### src/rtl/uart_cmd_deframer.sv
// uart_cmd_deframer: drains UART RX bytes, decodes register read/write
// frames, drives a req/ack register bus and serialises read data to UART TX.
// Frame: header {write, addr[6:0]}; writes add DATA_BYTES bytes, LSB first.
// Read responses go out as DATA_BYTES bytes, LSB first.
// Optional feature macro: UART_CMD_DEFRAMER_CHECKSUM_EN
//   request frames end with an XOR byte over all earlier frame bytes;
//   read responses append the XOR of the data bytes.
// Ports:
//   CLK_I, RST_I               clock, synchronous active-high reset
//   RX_EMPTY_I, RE_O, DREC_I   RX FIFO drain; byte taken when RE_O=1
//   TX_READY_I, WE_O, DSEND_O  TX byte strobe and data
//   REQ_O, WE_REG_O, ADDR_O    register bus request, direction, address
//   WDATA_O, ACK_I, RDATA_I    register bus write data, ack, read data
//   BUSY_O                     frame or request in progress
//   ERR_O                      one-cycle pulse on frame abort
module uart_cmd_deframer #(
    parameter int DATA_BYTES     = 4,
    parameter int TIMEOUT_CYCLES = 100000
) (
    input  logic                    CLK_I,
    input  logic                    RST_I,
    input  logic                    RX_EMPTY_I,
    output logic                    RE_O,
    input  logic [7:0]              DREC_I,
    input  logic                    TX_READY_I,
    output logic                    WE_O,
    output logic [7:0]              DSEND_O,
    output logic                    REQ_O,
    output logic                    WE_REG_O,
    output logic [6:0]              ADDR_O,
    output logic [8*DATA_BYTES-1:0] WDATA_O,
    input  logic                    ACK_I,
    input  logic [8*DATA_BYTES-1:0] RDATA_I,
    output logic                    BUSY_O,
    output logic                    ERR_O
);
    localparam int W = 8 * DATA_BYTES;

    localparam logic [2:0] ST_IDLE    = 3'd0;
    localparam logic [2:0] ST_RX_DATA = 3'd1;
    localparam logic [2:0] ST_REQ     = 3'd3;
    localparam logic [2:0] ST_TX_DATA = 3'd4;
`ifdef UART_CMD_DEFRAMER_CHECKSUM_EN
    localparam logic [2:0] ST_RX_CSUM = 3'd2;
    localparam logic [2:0] ST_TX_CSUM = 3'd5;
    localparam logic [2:0] ST_RX_END  = ST_RX_CSUM;
    localparam logic [2:0] ST_TX_END  = ST_TX_CSUM;
`else
    localparam logic [2:0] ST_RX_END  = ST_REQ;
    localparam logic [2:0] ST_TX_END  = ST_IDLE;
`endif

    localparam logic [2:0]  LAST    = 3'(DATA_BYTES - 1);
    localparam logic [31:0] TO_LAST = 32'(TIMEOUT_CYCLES - 1);

    logic [2:0]  state;
    logic [2:0]  cnt;
    logic [31:0] tcnt;
    logic        hold;
    logic        err_q;
    logic        we_reg_q;
    logic [6:0]  addr_q;
    logic [W-1:0] wdata_q;
    logic [W-1:0] rdata_q;
    logic        rx_wait;
    logic        tx_state;
    logic        to_hit;
    logic        rd;
    logic        tx_fire;
    logic [7:0]  tx_byte;
`ifdef UART_CMD_DEFRAMER_CHECKSUM_EN
    logic [7:0]  csum_q;
    logic [7:0]  tx_csum;
`endif

`ifdef UART_CMD_DEFRAMER_CHECKSUM_EN
    assign rx_wait  = (state == ST_RX_DATA) || (state == ST_RX_CSUM);
    assign tx_state = (state == ST_TX_DATA) || (state == ST_TX_CSUM);
`else
    assign rx_wait  = (state == ST_RX_DATA);
    assign tx_state = (state == ST_TX_DATA);
`endif

    // The timeout cycle itself never consumes a byte; it becomes the next header.
    assign to_hit  = rx_wait && (tcnt == TO_LAST);
    assign rd      = !RST_I && !RX_EMPTY_I && !to_hit
                   && ((state == ST_IDLE) || rx_wait);
    // hold masks the cycle after a strobe, while UART ready still lags.
    assign tx_fire = !RST_I && tx_state && TX_READY_I && !hold;

`ifdef UART_CMD_DEFRAMER_CHECKSUM_EN
    always_comb begin
        tx_csum = 8'h00;
        for (int i = 0; i < DATA_BYTES; i++)
            tx_csum = tx_csum ^ rdata_q[8*i +: 8];
    end
`endif

    always_comb begin
        tx_byte = 8'h00;
        for (int i = 0; i < DATA_BYTES; i++)
            if (cnt == 3'(i)) tx_byte = rdata_q[8*i +: 8];
`ifdef UART_CMD_DEFRAMER_CHECKSUM_EN
        if (state == ST_TX_CSUM) tx_byte = tx_csum;
`endif
    end

    always_ff @(posedge CLK_I) begin
        if (RST_I) begin
            state    <= ST_IDLE;
            cnt      <= '0;
            tcnt     <= '0;
            hold     <= 1'b0;
            err_q    <= 1'b0;
            we_reg_q <= 1'b0;
            addr_q   <= '0;
            wdata_q  <= '0;
            rdata_q  <= '0;
`ifdef UART_CMD_DEFRAMER_CHECKSUM_EN
            csum_q   <= '0;
`endif
        end else begin
            err_q <= 1'b0;
            hold  <= tx_fire;
            tcnt  <= (!rx_wait || rd || to_hit) ? '0 : tcnt + 32'd1;
            unique case (state)
                ST_IDLE: begin
                    cnt     <= '0;
                    wdata_q <= '0;
                    if (rd) begin
                        we_reg_q <= DREC_I[7];
                        addr_q   <= DREC_I[6:0];
`ifdef UART_CMD_DEFRAMER_CHECKSUM_EN
                        csum_q   <= DREC_I;
`endif
                        state <= DREC_I[7] ? ST_RX_DATA : ST_RX_END;
                    end
                end
                ST_RX_DATA: begin
                    if (to_hit) begin
                        err_q <= 1'b1;
                        state <= ST_IDLE;
                    end else if (rd) begin
                        for (int i = 0; i < DATA_BYTES; i++)
                            if (cnt == 3'(i)) wdata_q[8*i +: 8] <= DREC_I;
`ifdef UART_CMD_DEFRAMER_CHECKSUM_EN
                        csum_q <= csum_q ^ DREC_I;
`endif
                        if (cnt == LAST) begin
                            cnt   <= '0;
                            state <= ST_RX_END;
                        end else begin
                            cnt <= cnt + 3'd1;
                        end
                    end
                end
`ifdef UART_CMD_DEFRAMER_CHECKSUM_EN
                ST_RX_CSUM: begin
                    if (to_hit) begin
                        err_q <= 1'b1;
                        state <= ST_IDLE;
                    end else if (rd) begin
                        if (DREC_I == csum_q) begin
                            state <= ST_REQ;
                        end else begin
                            err_q <= 1'b1;
                            state <= ST_IDLE;
                        end
                    end
                end
`endif
                ST_REQ: begin
                    if (ACK_I) begin
                        if (we_reg_q) begin
                            state <= ST_IDLE;
                        end else begin
                            rdata_q <= RDATA_I;
                            cnt     <= '0;
                            state   <= ST_TX_DATA;
                        end
                    end
                end
                ST_TX_DATA: begin
                    if (tx_fire) begin
                        if (cnt == LAST) begin
                            cnt   <= '0;
                            state <= ST_TX_END;
                        end else begin
                            cnt <= cnt + 3'd1;
                        end
                    end
                end
`ifdef UART_CMD_DEFRAMER_CHECKSUM_EN
                ST_TX_CSUM: begin
                    if (tx_fire) state <= ST_IDLE;
                end
`endif
                default: state <= ST_IDLE;
            endcase
        end
    end

    assign RE_O     = rd;
    assign WE_O     = tx_fire;
    assign DSEND_O  = tx_fire ? tx_byte : 8'h00;
    assign REQ_O    = (state == ST_REQ);
    assign WE_REG_O = we_reg_q;
    assign ADDR_O   = addr_q;
    assign WDATA_O  = wdata_q;
    assign BUSY_O   = (state != ST_IDLE);
    assign ERR_O    = err_q;

endmodule

### config.mk
export PLATFORM = sky130hd
export DESIGN_NAME = uart_cmd_deframer
export DESIGN_NICKNAME = d
export VERILOG_FILES = /design/src/rtl/uart_cmd_deframer.sv
export SDC_FILE = /design/constraint.sdc
export NUM_CORES = 1
export LEC_CHECK = 0
export BUFFER_PORTS_ARGS = -buffer_cell sky130_fd_sc_hd__buf_4
export CORE_MARGIN = 1.5
export CORE_UTILIZATION = 55
export DETAILED_ROUTE_END_ITERATION = 10
export PLACE_DENSITY = 0.84
export SETUP_SLACK_MARGIN = 0.05
export SYNTH_ARGS = -nofsm -noshare
export SYNTH_HDL_FRONTEND = slang
export SYNTH_SLANG_ARGS = --single-unit
### constraint.sdc
create_clock -name CLK_I -period 2.32 [get_ports CLK_I]
set_input_delay 0.116 -clock CLK_I [delete_from_list [all_inputs] [get_ports CLK_I]]
set_output_delay 0.116 -clock CLK_I [all_outputs]
set_load 0.005 [all_outputs]
# ---- Word-level counts from Yosys, hierarchy flattened
# Index checks and enable logic that the tools add are counted.
# W data, S select, Z words.
dict set report classes {
  n_addsub 2
  eq_ne 20
  muxes 30
  n_bitwise 2
  n_reduce_logical 30
}
# cell n
set ops {}
lappend ops {{$mux W8} 9}
lappend ops {{$mux W32} 2}
lappend ops {{$pmux W32 S2} 1}
lappend ops {{$mux W3} 14}
lappend ops {{$add A32 B1 Y32 const B} 1}
lappend ops {{$eq A32 B17 Y1 const B} 1}
lappend ops {{$pmux W3 S4} 2}
lappend ops {{$ne A2 B1 Y1 const B} 8}
lappend ops {{$reduce_and A4 Y1} 4}
lappend ops {{$reduce_and A6 Y1} 2}
lappend ops {{$eq A3 B2 Y1 const B} 3}
lappend ops {{$logic_and A1 B1 Y1} 7}
lappend ops {{$eq A3 B1 Y1 const B} 2}
lappend ops {{$logic_not A3 Y1} 2}
lappend ops {{$ne A2 B2 Y1 const B} 3}
lappend ops {{$ne A3 B1 Y1 const B} 2}
lappend ops {{$logic_not A1 Y1} 5}
lappend ops {{$reduce_bool A4 Y1} 1}
lappend ops {{$reduce_or A2 Y1} 2}
lappend ops {{$add A3 B1 Y3 const B} 1}
lappend ops {{$eq A3 B3 Y1 const B} 1}
lappend ops {{$logic_or A1 B1 Y1} 3}
lappend ops {{$reduce_and A3 Y1} 1}
lappend ops {{$reduce_bool A3 Y1} 1}
lappend ops {{5 further kinds} 6}
dict set report totals {
  regBits 112
  input_bits 45
  output_inout_bits 53
  word_cells 96
}

# ---- Depth between registers and ports, before layout
dict set report logic_depth {
  depth_word 8
  depth_mapped 8
}

# ---- Least setup slack after synthesis
# Ideal clock, no wire load.
dict set report synth_path {
  kind {reg-to-reg}
  start {register tcnt[0]}
  end {register wdata_q[31] (netlist: WDATA_O[31])}
  t_arrival_ps 1770
  required_ps 2250
  setup_slack_ps 479
  stages_incl_launch_ff 8
  n_path_buf 1
  cell_sequence {dfxtp_1 ha_1 and4_1 buf_4 nand2_2 o311ai_2 mux2_2 a21oi_1}
}
dict set report synth_between {
  elab_chain_cells 7
  elab_cells_between_ends 8
  classes_between {eq/ne (3); reduce/logical (5)}
}
# element line_no
set synth_lines {}
lappend synth_lines {{start: declaration} 58} ;# logic [31:0] tcnt;
lappend synth_lines {{start signal: assignment} 125} ;# tcnt <= (!rx_wait || rd || to_hit) ? '0 : tcnt + 32'd1;
lappend synth_lines {{$eq A32 B17 Y1 *} 85} ;# assign to_hit = rx_wait && (tcnt == TO_LAST);
lappend synth_lines {{$logic_and A1 B1 Y1 *} 85}
lappend synth_lines {{$logic_not A1 Y1} 86} ;# assign rd = !RST_I && !RX_EMPTY_I && !to_hit
lappend synth_lines {{$logic_and A1 B1 Y1} 86}
lappend synth_lines {{$logic_and A1 B1 Y1} 87} ;# && ((state == ST_IDLE) || rx_wait);
lappend synth_lines {{$ne A2 B1 Y1 (no line)} --}
lappend synth_lines {{$reduce_and A4 Y1 (no line) *} --}
lappend synth_lines {{end signal: assignment} 117} ;# wdata_q <= '0;
lappend synth_lines {{end signal: assignment} 129} ;# wdata_q <= '0;
lappend synth_lines {{end signal: indexed assignment} 145} ;# if (cnt == 3'(i)) wdata_q[8*i +: 8] <= DREC_I;
lappend synth_lines {{end: declaration} 63} ;# logic [W-1:0] wdata_q;
# Mark *: on every way between the ends. The rest lies on a longest branch, timed or not.
# A chain may end at the register's enable or synchronous reset.

# ---- Worst setup path after layout
dict set report layout_path {
  start {register cnt[1]}
  end {output DSEND_O[0]}
}
dict set report layout_between {
  elab_chain_cells 6
  elab_cells_between_ends 9
  classes_between {eq/ne (3); mux (5); reduce/logical (1)}
}
# element line_no
set layout_lines {}
lappend layout_lines {{start: declaration} 57} ;# logic [2:0] cnt;
lappend layout_lines {{start signal: assignment} 153} ;# cnt <= cnt + 3'd1;
lappend layout_lines {{start signal: assignment} 189} ;# cnt <= cnt + 3'd1;
lappend layout_lines {{$logic_not A3 Y1} 102} ;# if (cnt == 3'(i)) tx_byte = rdata_q[8*i +: 8];
lappend layout_lines {{$mux W8 (3 in a row)} 102}
lappend layout_lines {{$mux W8 *} 102}
lappend layout_lines {{$mux W8 *} 205} ;# assign DSEND_O = tx_fire ? tx_byte : 8'h00;
lappend layout_lines {{end: declaration} 27} ;# output logic [7:0] DSEND_O,
# Marked as above.

==> metrics.md <==
| Metric | Value |
|---|---|
| Status | `finished clean` |
| Final TNS setup | `0 ns` |
| Max clock buf depth | `2` |
| Top post-synthesis cells by area | `dfxtp_1 45%, nand2_1 10%, mux2i_1 6.9%` |
| Syn_area_per_cell | `8.501 sq um` |
| Die Y | `98.01 um` |
| Max-slew violations | `0` |
| Sequential area share after synthesis | `45.16%` |
| Sink Count | `112` |
| 1st-pass router iterations | `5` |
| Antenna fix cells | `0` |
| Synth warn | `0` |
| Total of fill cells in the finished design | `609` |
| Hold WC Path Type | `in -> reg` |
| GRT Util Overall | `26.68%` |
| CP max stage cell | `dfxtp_1` |
| Share of synthesized registers carrying an async set or reset | `0%` |
| Fmax | `465.1 MHz` |
| EDFF count, synth | `0` |
| Largest net degree at the start of global routing | `55` |
| Post-Route WL | `12.72 mm` |
| Grt ovf | `0` |
| CTS Root Cell | `clkbuf_8` |
| Final core occ | `73.07%` |
| Top_reg_cell synth | `dfxtp_1` |
| Via count | `4583` |
| Hold Fails Final Rpt | `0` |
| Setup violations, final | `0` |
| Die area | `0.009606 sq mm` |
| P_leak | `2.543 nW` |
| Dpl cells | `764` |
| Synth Instances | `584` |
| Unrepaired setup endpoints after global routing | `false` |
| Mapped Nets | `634` |
| Kind of cell adding the most delay to the critical path | `flip-flops` |
| Worst setup SP type | `flip-flop` |
| Multi-input gate area | `0.002537 sq mm` |
| Seq cells post-synth | `112` |
| Period utilization | `92.68%` |
| Relative slew slack | `59.00%` |
| Hold Slack | `0.01887 ns` |
| Core ar. | `0.008721 sq mm` |
| Std-Cell Rows | `34` |
| CTS H-tree lvls | `3` |
| Required @ worst endpoint | `2.20 ns` |
| Yosys top cell area share | `45.16%` |
| Post-Layout Cell Count | `820` |
| Remaining DRCs | `0` |
| Worst-margin pin slew | `0.6093 ns` |
| Top cells by count, synth | `136 x nand2_1, 112 x dfxtp_1, 54 x nor2_1` |
| DR iter-0 viols | `244` |
| P&R area growth vs syn | `28.35%` |
| Worst Path Max Fanout | `9` |
| First-pass GRT wire length | `20.92 mm` |
| Register area | `0.002243 sq mm` |
| Clk_lat worst skew | `0.38 ns` |
| Period minus WS final | `2.150 ns` |
| Layout Skew | `0.01976 ns` |
| # IOs | `98` |
| Vias in the first global route | `4456` |
| WP data arrival | `2.03 ns` |
| Via-to-Cell Ratio | `5.589` |
| WS Path Type | `reg -> out` |
| CTS tree | `done` |
| Routed len/inst | `15.51 um` |
| Count of unique library cells instantiated by Yosys | `49` |
| Die X | `98.01 um` |
| CP bufs+invs | `2` |
| Syn Std Cell Area | `0.004965 sq mm` |
| Clock-pin slew on the worst setup and hold paths | `0.10 ns` |
| Total Nets Final | `757` |
| Fraction of layout cells with a size suffix above 1 | `19.94%` |
| CP Capture Type | `primary output` |
| Power density over the cells | `551.3 mW/mm^2` |
| Gpl congestion | `0.8529` |
| Worst path max stage delay | `0.35 ns` |
| Initial antenna violation count | `0` |
| Most common cell in the netlist | `nand2_1` |
| Initial core utilization | `56.93%` |
| Post-DP HPWL | `8.528 mm` |
| CTS Buf Count | `9` |
| Yosys top cell by area | `dfxtp_1` |
| Final ANT Viol Nets | `0` |
| Critical path cell sequence | `inv_1 -> ha_2 -> and3b_1 -> a21oi_1 -> o21ai_0 -> mux2i_1 -> nor2_1 -> buf_4` |
| PortBufs | `97` |
| Maximum VDD drop | `0.3972 mV` |
| Max Cap Viol | `0` |
## final timing paths
kind | startpoint | endpoint | slack (ns) | depth (start not counted)
setup / recovery | cnt[1] | DSEND_O[0] | 0.17 | 8
hold / removal | RDATA_I[14] | rdata_q[14] | 0.02 | 3
hold reg to reg | rdata_q[5] | rdata_q[5] | 0.46 | 2
setup reg to reg | tcnt[26] | WDATA_O[10] | 0.19 | 5
## final cells by class
class	instances	area share, %
Tap cell	108	2.121
Clock buffer	9	1.944
Inverter	10	0.5890
Multi-Input combinational cell	429	39.82
Timing Repair Buffer	145	19.16
Clock inverter	7	1.158
Sequential cell	112	35.21
## logic make-up after synthesis
group | after synthesis | synth area share (%)
multiplexers | 35 | 7.082
buffers and inverters | 43 | 4.183
XOR/XNOR | 31 | 5.469
flip-flops | 112 | 45.16
AO/OA/AOI/OAI | 71 | 8.493
adder cells (fa/ha/maj) | 5 | 1.260
AND/OR/NAND/NOR | 287 | 28.35
## routing by layer
| metal | track usage, % | routed length, um |
|---|---|---|
| met2 | 45.52 | 6245 |
| met1 | 32.22 | 5271 |
| met5 | 0 | 0 |
| met4 | 13.85 | 472 |
| met3 | 4.581 | 727 |
## state kept, by name, summed over array words and instances, names as in the netlist
name / flops
WDATA_O: 32
ERR_O: 1
state: 3
WE_REG_O: 1
cnt: 3
ADDR_O: 7
rdata_q: 32
hold: 1
tcnt: 32
## layout by cell type (no fill, tap or decap), drive strengths merged, types with 3 or more instances in the layout
cell | Yosys | final
nand2 | 137 | 137
dfxtp | 112 | 112
buf | 17 | 107
nor2 | 56 | 56
a21oi | 44 | 44
dlygate4sd3 | 0 | 38
mux2i | 34 | 34
xnor2 | 21 | 21
nand3 | 14 | 14
nor3 | 13 | 13
inv | 10 | 13
nor4 | 13 | 13
nand3b | 10 | 10
xor2 | 10 | 10
clkbuf | 16 | 9
o21ai | 9 | 9
and3b | 8 | 8
nand4 | 8 | 8
a22o | 7 | 7
and4 | 6 | 6
nand2b | 5 | 5
ha | 5 | 5
and3 | 4 | 4
o31a | 4 | 4
clkinv | 0 | 4
nand4b | 3 | 3
## worst reg2reg max path, delay by kind of cell, from the launching register on
family	cells	cell delay [ns]
simple gates	4	1.46
flops	1	0.38
mux	1	0.24
## through the flow
step / worst slack (ns) / area (sq um) / total power, mW
floorplan: 0.4793 / 4965 / 2.193
global route: 0.03042 / 6372 / 3.645
CTS: 0.08213 / 6316 / 3.509
global placement: 0.2564 / 5736 / 2.333
detailed placement: 0.2010 / 5736 / 2.343
finish: 0.1698 / 6372 / 3.513
## where the power goes
group	leakage, nW	total [mW]	switching, mW	internal (mW)
clock network	0.101	1.14	0.713	0.425
logic	1.54	0.391	0.193	0.198
registers	0.904	1.98	0.0306	1.95
## what timing repair did
item	4_1_cts	5_1_grt
gates resized for setup	1	5
setup buffers	0	2
pin swaps	0	0
hold buffers	38	0
endpoints found under the hold margin	44	0
setup endpoints to repair	1	14
(Power assumes the default switching activity.)
